$ cat src/rtl/fetch_unit.sv
// Instruction fetch sequencer: PC -> word read -> decode handshake.
// Optional FETCH_MISALIGN_EN turns misaligned PCs into NOP + flag.
module fetch_unit #(
  parameter logic [31:0] INSTR_NOP = 32'h0000_0013
) (
  input  logic        clk,
  input  logic        reset,
  input  logic [31:0] pc,
  output logic        pc_en,
  input  logic        flush,
  output logic        mem_req,
  output logic [31:0] mem_addr,
  input  logic        mem_ack,
  input  logic [31:0] mem_rdata,
  output logic [31:0] instr,
  output logic [31:0] instr_pc,
  output logic        instr_valid,
  input  logic        instr_ready,
  output logic        misaligned
);

  localparam logic [31:0] ALIGN_MASK = 32'hFFFF_FFFC;

  typedef enum logic [1:0] {
    ISSUE,
    REQ,
    DROP,
    HOLD
  } state_t;

  state_t state;
  logic   mis_pc;

`ifdef FETCH_MISALIGN_EN
  logic mis_q;
  assign mis_pc     = |pc[1:0];
  assign misaligned = mis_q;
`else
  assign mis_pc     = 1'b0;
  assign misaligned = 1'b0;
`endif

  // Advance only on a real handshake; a redirect owns the PC this cycle.
  assign pc_en = (state == HOLD) & instr_ready & ~flush;

  always_ff @(posedge clk) begin
    if (reset) begin
      state       <= ISSUE;
      mem_req     <= 1'b0;
      mem_addr    <= '0;
      instr       <= INSTR_NOP;
      instr_pc    <= '0;
      instr_valid <= 1'b0;
`ifdef FETCH_MISALIGN_EN
      mis_q       <= 1'b0;
`endif
    end else begin
      unique case (state)
        ISSUE: begin
          mem_addr <= pc & ALIGN_MASK;
          if (flush) begin
            state <= ISSUE;
          end else if (mis_pc) begin
            instr       <= INSTR_NOP;
            instr_pc    <= pc;
            instr_valid <= 1'b1;
`ifdef FETCH_MISALIGN_EN
            mis_q       <= 1'b1;
`endif
            state       <= HOLD;
          end else begin
            mem_req <= 1'b1;
            state   <= REQ;
          end
        end
        REQ: begin
          if (mem_ack) begin
            mem_req <= 1'b0;
            if (flush) begin
              state <= ISSUE;
            end else begin
              instr       <= mem_rdata;
              instr_pc    <= mem_addr;
              instr_valid <= 1'b1;
`ifdef FETCH_MISALIGN_EN
              mis_q       <= 1'b0;
`endif
              state       <= HOLD;
            end
          end else if (flush) begin
            state <= DROP;
          end
        end
        // Request stays up until acked; its data is thrown away.
        DROP: begin
          if (mem_ack) begin
            mem_req <= 1'b0;
            state   <= ISSUE;
          end
        end
        HOLD: begin
          if (flush || instr_ready) begin
            instr_valid <= 1'b0;
            state       <= ISSUE;
          end
        end
        default: state <= ISSUE;
      endcase
    end
  end

endmodule

$ cat config.mk
export PLATFORM = sky130hd
export DESIGN_NAME = fetch_unit
export DESIGN_NICKNAME = d
export VERILOG_FILES = /design/src/rtl/fetch_unit.sv
export SDC_FILE = /design/constraint.sdc
export NUM_CORES = 1
export LEC_CHECK = 0
export CAP_MARGIN = 10
export CORE_AREA = 10 10 124 126
export CTS_BUF_LIST = sky130_fd_sc_hd__clkbuf_8
export DETAILED_ROUTE_END_ITERATION = 8
export DIE_AREA = 0 0 134 136
export PLACE_DENSITY = 0.57
export SYNTH_ARGS = -nofsm -noshare
export SYNTH_HDL_FRONTEND = slang
export SYNTH_SLANG_ARGS = --single-unit
export TNS_END_PERCENT = 50
$ cat constraint.sdc
create_clock -name clk -period 1.6 [get_ports clk]
set_input_delay 0.32 -clock clk [delete_from_list [all_inputs] [get_ports clk]]
set_output_delay 0.32 -clock clk [all_outputs]
set_load 0.02 [all_outputs]
==> results_tabular.tex, run 1 <==
\begin{tabular}{lr}
\hline
Metric & Value \\
\hline
\multicolumn{2}{l}{\textbf{Global route}} \\
\quad Number of antenna violations at the first check in global routing & 1 \\
\quad First-pass GRT wire length & 17,470 um \\
\quad Vias in the first global route & 3,283 \\
\quad Busiest layer in global routing & met2 \\
\quad All-Layer GR Usage & 11.97\% \\
\quad Global Route met2 Usage & 18.56\% \\
\quad Total gr overflow & 0 \\
\quad Met3 track utilization from global routing & 5.830\% \\
\quad Pin count of the biggest net entering global routing & 76 \\
\quad Met1 demand-to-capacity share in global routing & 13.83\% \\
\multicolumn{2}{l}{\textbf{Worst setup path}} \\
\quad Data required time of the worst path & 1.88 ns \\
\quad Critical path start-end classification & input pin to flip-flop \\
\quad CP endpoint kind & flip-flop \\
\quad Worst Path Arrival & 1.81 ns \\
\quad Type of origin of the critical path & input pin \\
\quad Max FO, Critical Path & 6 \\
\multicolumn{2}{l}{\textbf{Clock tree}} \\
\quad Number of buffers added to fix hold violations after cts & 0 \\
\quad Clock-pin slew reported for the worst setup and hold paths after clock tree synthesis & 0.08 ns \\
\quad Clock tree root buffer cell & sky130\_fd\_sc\_hd\_\_clkbuf\_8 \\
\quad Clock Tree Buf Depth & 2 \\
\quad Clock tree sinks & 96 \\
\quad Number of buffers added by the clock tree synthesis step & 9 \\
\quad Clock tree from TritonCTS & built \\
\quad Worst skew pair latency & 0.37 ns \\
\quad Maximum level of the CTS H-tree & 3 \\
\multicolumn{2}{l}{\textbf{Floorplan}} \\
\quad Die outline width & 134 um \\
\quad Die height & 136 um \\
\quad Core Box Area & 0.01298 mm\^{}2 \\
\quad Number of top-level design ports & 169 \\
\quad Die area & 0.01822 mm\^{}2 \\
\quad Count of standard-cell rows & 42 \\
\quad Initial Util & 27.14\% \\
\multicolumn{2}{l}{\textbf{Routing}} \\
\quad Drt first-iter violations & 115 \\
\quad Detailed-route vias per instance & 4.259 \\
\quad Router iterations before antenna repair & 4 \\
\quad Residual DRC count & 0 \\
\quad Routed wirelength normalized by instance count & 14.60 um \\
\quad Detailed-route via count & 3,220 \\
\quad Post-route ant nets & 0 \\
\quad Wirelength, routed & 11,030 um \\
\multicolumn{2}{l}{\textbf{Yosys}} \\
\quad Post-Syn Instances & 410 \\
\quad Unique cell type count in the Yosys netlist & 23 \\
\quad Most area-consuming cells after synthesis & sky130\_fd\_sc\_hd\_\_dfxtp\_1 (55\%), sky130\_fd\_sc\_hd\_\_nand2\_1 (13\%), sky130\_fd\_sc\_hd\_\_a21oi\_1 (9.1\%) \\
\quad Share of the yosys chip area belonging to registers & 54.55\% \\
\quad Cell type contributing the most total cell area after synthesis & sky130\_fd\_sc\_hd\_\_dfxtp\_1 \\
\quad Number of warnings printed during yosys synthesis & 0 \\
\quad Average cell area after synthesis & 8.594 um\^{}2 \\
\quad Total of flip-flops plus latches after synthesis & 96 \\
\quad Area fraction of the dominant cell type after synthesis & 54.55\% \\
\quad Post-synth design cell area & 0.003523 mm\^{}2 \\
\multicolumn{2}{l}{\textbf{Layout}} \\
\quad Synth-to-layout area growth & 57.32\% \\
\quad Layout net count & 649 \\
\quad Core Util, Final & 42.70\% \\
\quad Sequential cell area & 0.001924 mm\^{}2 \\
\quad Number of non-filler instances in the completed layout & 756 \\
\quad Design Area, Final & 0.005543 mm\^{}2 \\
\quad Filler cells & 1,328 \\
\quad Area of combinational cells with multiple inputs & 0.001470 mm\^{}2 \\
\quad Fraction of final layout cells sized beyond drive strength 1 & 7.599\% \\
\multicolumn{2}{l}{\textbf{STA}} \\
\quad Final critical path time including I/O delays and setup & 1.537 ns \\
\quad Fin crit share & 96.08\% \\
\quad Number of endpoints failing setup at the final stage & 0 \\
\quad Top achievable clock speed & 650.5 MHz \\
\quad Post-route clock skew & 0.006081 ns \\
\quad Count of final max-slew check failures & 0 \\
\quad Final worst slack & 0.06270 ns \\
\quad Final hold vios & 0 \\
\quad Setup\_tns & 0 ns \\
\quad Fin Hold WS & 0.3513 ns \\
\multicolumn{2}{l}{\textbf{Pwr}} \\
\quad Pwr per Cell Area & 886.6 mW/mm\^{}2 \\
\quad Overall power after layout & 4.914 mW \\
\quad Largest voltage drop on the vdd net & 0.3097 mV \\
\quad LEAKAGE & 2.580 nW \\
\multicolumn{2}{l}{\textbf{Placed design}} \\
\quad Last weighted congestion value of the routability-driven placer & 0.7515 \\
\quad Detail Placement HPWL & 8169 um \\
\quad DP Cell Count & 737 \\
\quad Area after DPL & 0.005411 mm\^{}2 \\
\quad Port Buffers & 161 \\
\quad Pre-CTS setup slack & -0.2791 ns \\
\multicolumn{2}{l}{\textbf{Run}} \\
\quad Max\_cap viols & 0 \\
\multicolumn{2}{l}{\textbf{Hold path}} \\
\quad Hold/Removal Path Class & input pin to flip-flop \\
\multicolumn{2}{l}{\textbf{Run status}} \\
\quad Status & finished, final reports clean \\
\hline
\end{tabular}
[layout make-up]
cell class / count / share of cell area, %
sequential: 96 / 34.72
timing repair buffer: 182 / 30.86
multi-input combinational: 281 / 26.52
tap: 176 / 3.973
clock buffer: 11 / 2.731
clock inverter: 5 / 0.8804
inverter: 4 / 0.2709
antenna: 1 / 0.04515
[repair_timing]
action	CTS	global route
buffers inserted	0	2
endpoints found under the setup margin	96	5
resized for setup	99	8
pin swaps	0	1
gates cloned	0	0
[critical path: stages]
cell	delay [ns]
sky130_fd_sc_hd__clkdlybuf4s50_1	0.42
sky130_fd_sc_hd__buf_4	0.17
sky130_fd_sc_hd__and3b_2	0.25
sky130_fd_sc_hd__a21oi_1	0.05
sky130_fd_sc_hd__or4_1	0.52
sky130_fd_sc_hd__o31ai_1	0.08
[synth_stat cells]
cell type and number:
sky130_fd_sc_hd__a211oi_1 2, sky130_fd_sc_hd__nand2_1 126, sky130_fd_sc_hd__clkbuf_1 10, sky130_fd_sc_hd__nand3_1 1, sky130_fd_sc_hd__or4_1 1, sky130_fd_sc_hd__and3_1 1, sky130_fd_sc_hd__dfxtp_1 96, sky130_fd_sc_hd__buf_2 17
sky130_fd_sc_hd__conb_1 1, sky130_fd_sc_hd__a22oi_1 1, sky130_fd_sc_hd__mux2i_1 30, sky130_fd_sc_hd__nand3b_1 3, sky130_fd_sc_hd__a21oi_1 64, sky130_fd_sc_hd__nor2b_1 1, sky130_fd_sc_hd__nor3b_1 1, sky130_fd_sc_hd__nand2b_1 3
sky130_fd_sc_hd__inv_1 4, sky130_fd_sc_hd__buf_4 6, sky130_fd_sc_hd__and3b_1 1, sky130_fd_sc_hd__nor2_1 32, sky130_fd_sc_hd__or3_1 1, sky130_fd_sc_hd__ha_1 6, sky130_fd_sc_hd__o31ai_1 2
[report_power, final]
group          switching [mW]  internal [mW]  total (mW)  leakage [nW]
Sequential             0.0586           2.48        2.54         0.784
Clock                   0.821          0.793        1.61         0.109
Combinational           0.384          0.375       0.759          1.69
[cell usage in the layout, fill, tap and decap left out, drive strengths merged, types with 2 or more instances in the layout]
master	synthesis	final
nand3b	3	3
a211oi	2	2
buf	23	23
conb	1	5
inv	4	7
o31ai	2	2
clkdlybuf4s50	0	65
nand2	126	126
nor2	32	32
ha	6	6
a21oi	64	64
dlygate4sd2	0	94
dfxtp	96	96
clkbuf	10	11
mux2i	30	30
nand2b	3	3
[cells by family after synthesis]
| kind of cell | after synthesis | synth area share, % |
|---|---|---|
| and+or+nand+nor | 171 | 19.35 |
| DFF | 96 | 54.55 |
| AOI/OAI and AO/OA | 69 | 10.16 |
| buffers and inverters | 37 | 5.185 |
| muxes | 30 | 8.523 |
| adders and majority gates | 6 | 2.131 |
| other | 1 | 0.1064 |
[sequential cells by signal (all words and copies together), names as in the netlist]
name / count
instr: 32
instr_pc: 30
instr_valid: 1
mem_addr: 30
mem_req: 1
state: 2
[metal layers]
layer | up-vias | part of all wire, %
met2 | 114 | 45
met5 | - | 0
li1 | 1646 | -
met3 | 10 | 10
met1 | 1450 | 44
met4 | 0 | 1.3
[final timing paths]
path                                from        to  slack, ns  cells past startpoint
worst min-delay path               reset  state[0]       0.35                      3
worst max register to register  state[0]  state[0]       0.07                      6
worst min register to register  instr[8]  instr[8]       0.45                      2
worst max-delay path               flush  state[0]       0.06                      6
No activity file was read; power rests on OpenSTA's default activity.
==> run 2: changes to the inputs <==
--- a/config.mk
+++ b/config.mk
@@ -6,11 +6,13 @@
 export NUM_CORES = 1
 export LEC_CHECK = 0
 export CAP_MARGIN = 10
-export CORE_AREA = 10 10 124 126
+export CELL_PAD_IN_SITES_DETAIL_PLACEMENT = 0
+export CELL_PAD_IN_SITES_GLOBAL_PLACEMENT = 2
+export CORE_AREA = 10 10 135 137
 export CTS_BUF_LIST = sky130_fd_sc_hd__clkbuf_8
 export DETAILED_ROUTE_END_ITERATION = 8
-export DIE_AREA = 0 0 134 136
-export PLACE_DENSITY = 0.57
+export DIE_AREA = 0 0 145 147
+export PLACE_DENSITY = 0.8
 export SYNTH_ARGS = -nofsm -noshare
 export SYNTH_HDL_FRONTEND = slang
 export SYNTH_SLANG_ARGS = --single-unit
==> run 2 against run 1 <==
Combinational power up 1%; critical path type is now flip-flop to flip-flop; clock skew grew 0.0019 ns; critical path depth unchanged; die area grew 17%; sequential share of layout area down 0.68 points; clock-buffer cell count shrank 1; clock power grew 17%; utilization shrank 6.5 points; fmax down 0.36%; worst setup slack worse by 0.0055 ns.
==> results_tabular.tex, run 2 (synthesized netlist as in run 1, its figures left out) <==
\begin{tabular}{lr}
\hline
Metric & Value \\
\hline
\multicolumn{2}{l}{\textbf{Global route}} \\
\quad First-pass GRT wire length & 18,030 um (+3.2\%) \\
\quad All-Layer GR Usage & 10.43\% (-1.5 points) \\
\quad Pin count of the biggest net entering global routing & 76 (unchanged) \\
\quad Total gr overflow & 0 (unchanged) \\
\quad Vias in the first global route & 3,190 (-2.8\%) \\
\quad Number of antenna violations at the first check in global routing & 1 (unchanged) \\
\multicolumn{2}{l}{\textbf{Run status}} \\
\quad Status & finished, final reports clean \\
\multicolumn{2}{l}{\textbf{Clock tree}} \\
\quad Number of buffers added by the clock tree synthesis step & 9 (unchanged) \\
\quad Number of buffers added to fix hold violations after cts & 0 (unchanged) \\
\quad Clock Tree Buf Depth & 2 (unchanged) \\
\quad Maximum level of the CTS H-tree & 3 (unchanged) \\
\quad Clock-pin slew reported for the worst setup and hold paths after clock tree synthesis & 0.09 ns (about the same) \\
\quad Clock tree sinks & 96 (unchanged) \\
\quad Worst skew pair latency & 0.37 ns (about the same) \\
\quad Clock tree root buffer cell & sky130\_fd\_sc\_hd\_\_clkbuf\_8 \\
\quad Clock tree from TritonCTS & built \\
\multicolumn{2}{l}{\textbf{Floorplan}} \\
\quad Number of top-level design ports & 169 (unchanged) \\
\quad Die area & 0.02132 mm\^{}2 (+17\%) \\
\quad Die outline width & 145 um (+8.2\%) \\
\quad Core Box Area & 0.01560 mm\^{}2 (+20\%) \\
\quad Die height & 147 um (+8.1\%) \\
\quad Initial Util & 22.59\% (-4.6 points) \\
\quad Count of standard-cell rows & 46 (+9.5\%) \\
\multicolumn{2}{l}{\textbf{Routing}} \\
\quad Routed wirelength normalized by instance count & 14.09 um (-3.5\%) \\
\quad Detailed-route via count & 3,256 (+1.1\%) \\
\quad Post-route ant nets & 0 (unchanged) \\
\quad Residual DRC count & 0 (unchanged) \\
\quad Router iterations before antenna repair & 4 (unchanged) \\
\quad Detailed-route vias per instance & 4.090 (-4.0\%) \\
\quad Wirelength, routed & 11,220 um (+1.6\%) \\
\quad Drt first-iter violations & 150 (+30\%) \\
\multicolumn{2}{l}{\textbf{STA}} \\
\quad Final worst slack & 0.05715 ns (-0.005542 ns) \\
\quad Top achievable clock speed & 648.2 MHz (-0.36\%) \\
\quad Count of final max-slew check failures & 0 (unchanged) \\
\quad Number of endpoints failing setup at the final stage & 0 (unchanged) \\
\quad Final critical path time including I/O delays and setup & 1.543 ns (+0.005543 ns) \\
\quad Post-route clock skew & 0.008004 ns (+0.001923 ns) \\
\quad Final hold vios & 0 (unchanged) \\
\quad Fin crit share & 96.43\% (+0.35 points) \\
\multicolumn{2}{l}{\textbf{Placed design}} \\
\quad Port Buffers & 161 (unchanged) \\
\quad Detail Placement HPWL & 8389 um (+2.7\%) \\
\quad Pre-CTS setup slack & -0.3031 ns (-0.02400 ns) \\
\quad DP Cell Count & 779 (+5.7\%) \\
\quad Last weighted congestion value of the routability-driven placer & 0.7079 (-5.8\%) \\
\multicolumn{2}{l}{\textbf{Worst setup path}} \\
\quad Worst Path Arrival & 1.83 ns (+0.02 ns) \\
\quad CP endpoint kind & flip-flop \\
\quad Data required time of the worst path & 1.88 ns (about the same) \\
\quad Depth of the most critical reg-to-reg path & 6 (unchanged) \\
\quad Max FO, Critical Path & 4 (-2) \\
\quad Critical path start-end classification & flip-flop to flip-flop \\
\quad Type of origin of the critical path & flip-flop \\
\quad Worst reg-to-reg setup slack & 0.06 ns (about the same) \\
\multicolumn{2}{l}{\textbf{Layout}} \\
\quad Number of non-filler instances in the completed layout & 796 (+5.3\%) \\
\quad Fraction of final layout cells sized beyond drive strength 1 & 7.599\% (unchanged) \\
\quad Layout net count & 650 (+0.15\%) \\
\quad Commonest cells after routing, fill and taps aside & sky130\_fd\_sc\_hd\_\_nand2\_1 (126), sky130\_fd\_sc\_hd\_\_dfxtp\_1 (95), sky130\_fd\_sc\_hd\_\_dlygate4sd2\_1 (94) \\
\quad Synth-to-layout area growth & 60.33\% \\
\quad Max reg flops & 32 (unchanged) \\
\quad Biggest register & instr \\
\quad Most common cell after layout, fill and taps aside & sky130\_fd\_sc\_hd\_\_nand2\_1 \\
\quad Largest registers & instr: 32 flops, instr\_pc: 30 flops, mem\_addr: 30 flops \\
\multicolumn{2}{l}{\textbf{Pwr}} \\
\quad LEAKAGE & 2.609 nW (+1.1\%) \\
\quad Largest voltage drop on the vdd net & 0.4351 mV (+40\%) \\
\quad Pwr per Cell Area & 920.2 mW/mm\^{}2 (+3.8\%) \\
\multicolumn{2}{l}{\textbf{Hold path}} \\
\quad Number of cells traversed by the worst hold path & 2 (-1) \\
\quad Hold/Removal Path Class & input pin to flip-flop \\
\multicolumn{2}{l}{\textbf{Run}} \\
\quad Max\_cap viols & 0 (unchanged) \\
\hline
\end{tabular}
[run 2: cell types whose count changed in the layout (fill, tap and decap cells not counted), sizes merged]
cell,previous run,this run
bufinv,1,3
buf,23,24
clkbuf,11,10
clkinvlp,1,0
inv,7,6
[run 2: path summary, 6_finish.rpt]
check                            startpoint           to
worst max-delay path               state[0]     state[0]
worst max register to register     state[0]     state[0]
worst min-delay path                  reset     state[0]
worst min register to register  instr_pc[9]  instr_pc[9]
[run 2: where the power goes]
group / switching [mW] / total, mW / internal, mW
sequential: 0.0617 / 2.54 / 2.48
clock: 0.822 / 1.88 / 1.06
combinational: 0.385 / 0.770 / 0.385
[run 2: repair_timing]
item / 4_1_cts / 5_1_grt
gates resized for setup: 98 / 11
setup endpoints to repair: 96 / 80
setup buffers: 0 / 1
pin swaps: 0 / 2
[run 2: area by class of cell]
class / count / area, um^2
antenna: 1 / 2.502
clock buffer: 10 / 137.6
clock inverter: 5 / 97.59
fill: 1678 / 9948
inverter: 4 / 15.01
multi-input combinational: 281 / 1470
sequential: 96 / 1923
tap: 216 / 270.3
timing repair buffer: 183 / 1733
[run 2: metrics by stage]
stage               cell area, um^2   TNS, ns  hold slack [ns]  total power, mW  utilization, %
floorplan                      3538         0           0.4441            2.972               -
global placement               5466    -6.869           0.4421            3.419           35.05
detailed placement             5466    -8.343           0.4455            3.423           35.05
CTS                            5589  -0.08327           0.1766            5.278           35.83
global route                   5647  -0.03818           0.1968            5.454           36.20
finish                         5649         0           0.2128            5.198           36.22
[run 2: metal layers]
layer	vias up	routed length, um	share of wire (%)	track usage, %
met4	0	161	1.4	4.290
met1	1489	5146	46	12.71
li1	1651	-	-	-
met3	10	851	7.6	4.208
met2	106	5055	45	15.98
met5	-	0	0	0
[run 2: critical path, stage by stage, from the launching register on]
cell                      delay, ns
sky130_fd_sc_hd__dfxtp_1       0.34
sky130_fd_sc_hd__buf_4         0.15
sky130_fd_sc_hd__inv_1         0.10
sky130_fd_sc_hd__ha_1          0.20
sky130_fd_sc_hd__nor2b_1       0.14
sky130_fd_sc_hd__or4_1         0.46
sky130_fd_sc_hd__o31ai_1       0.07
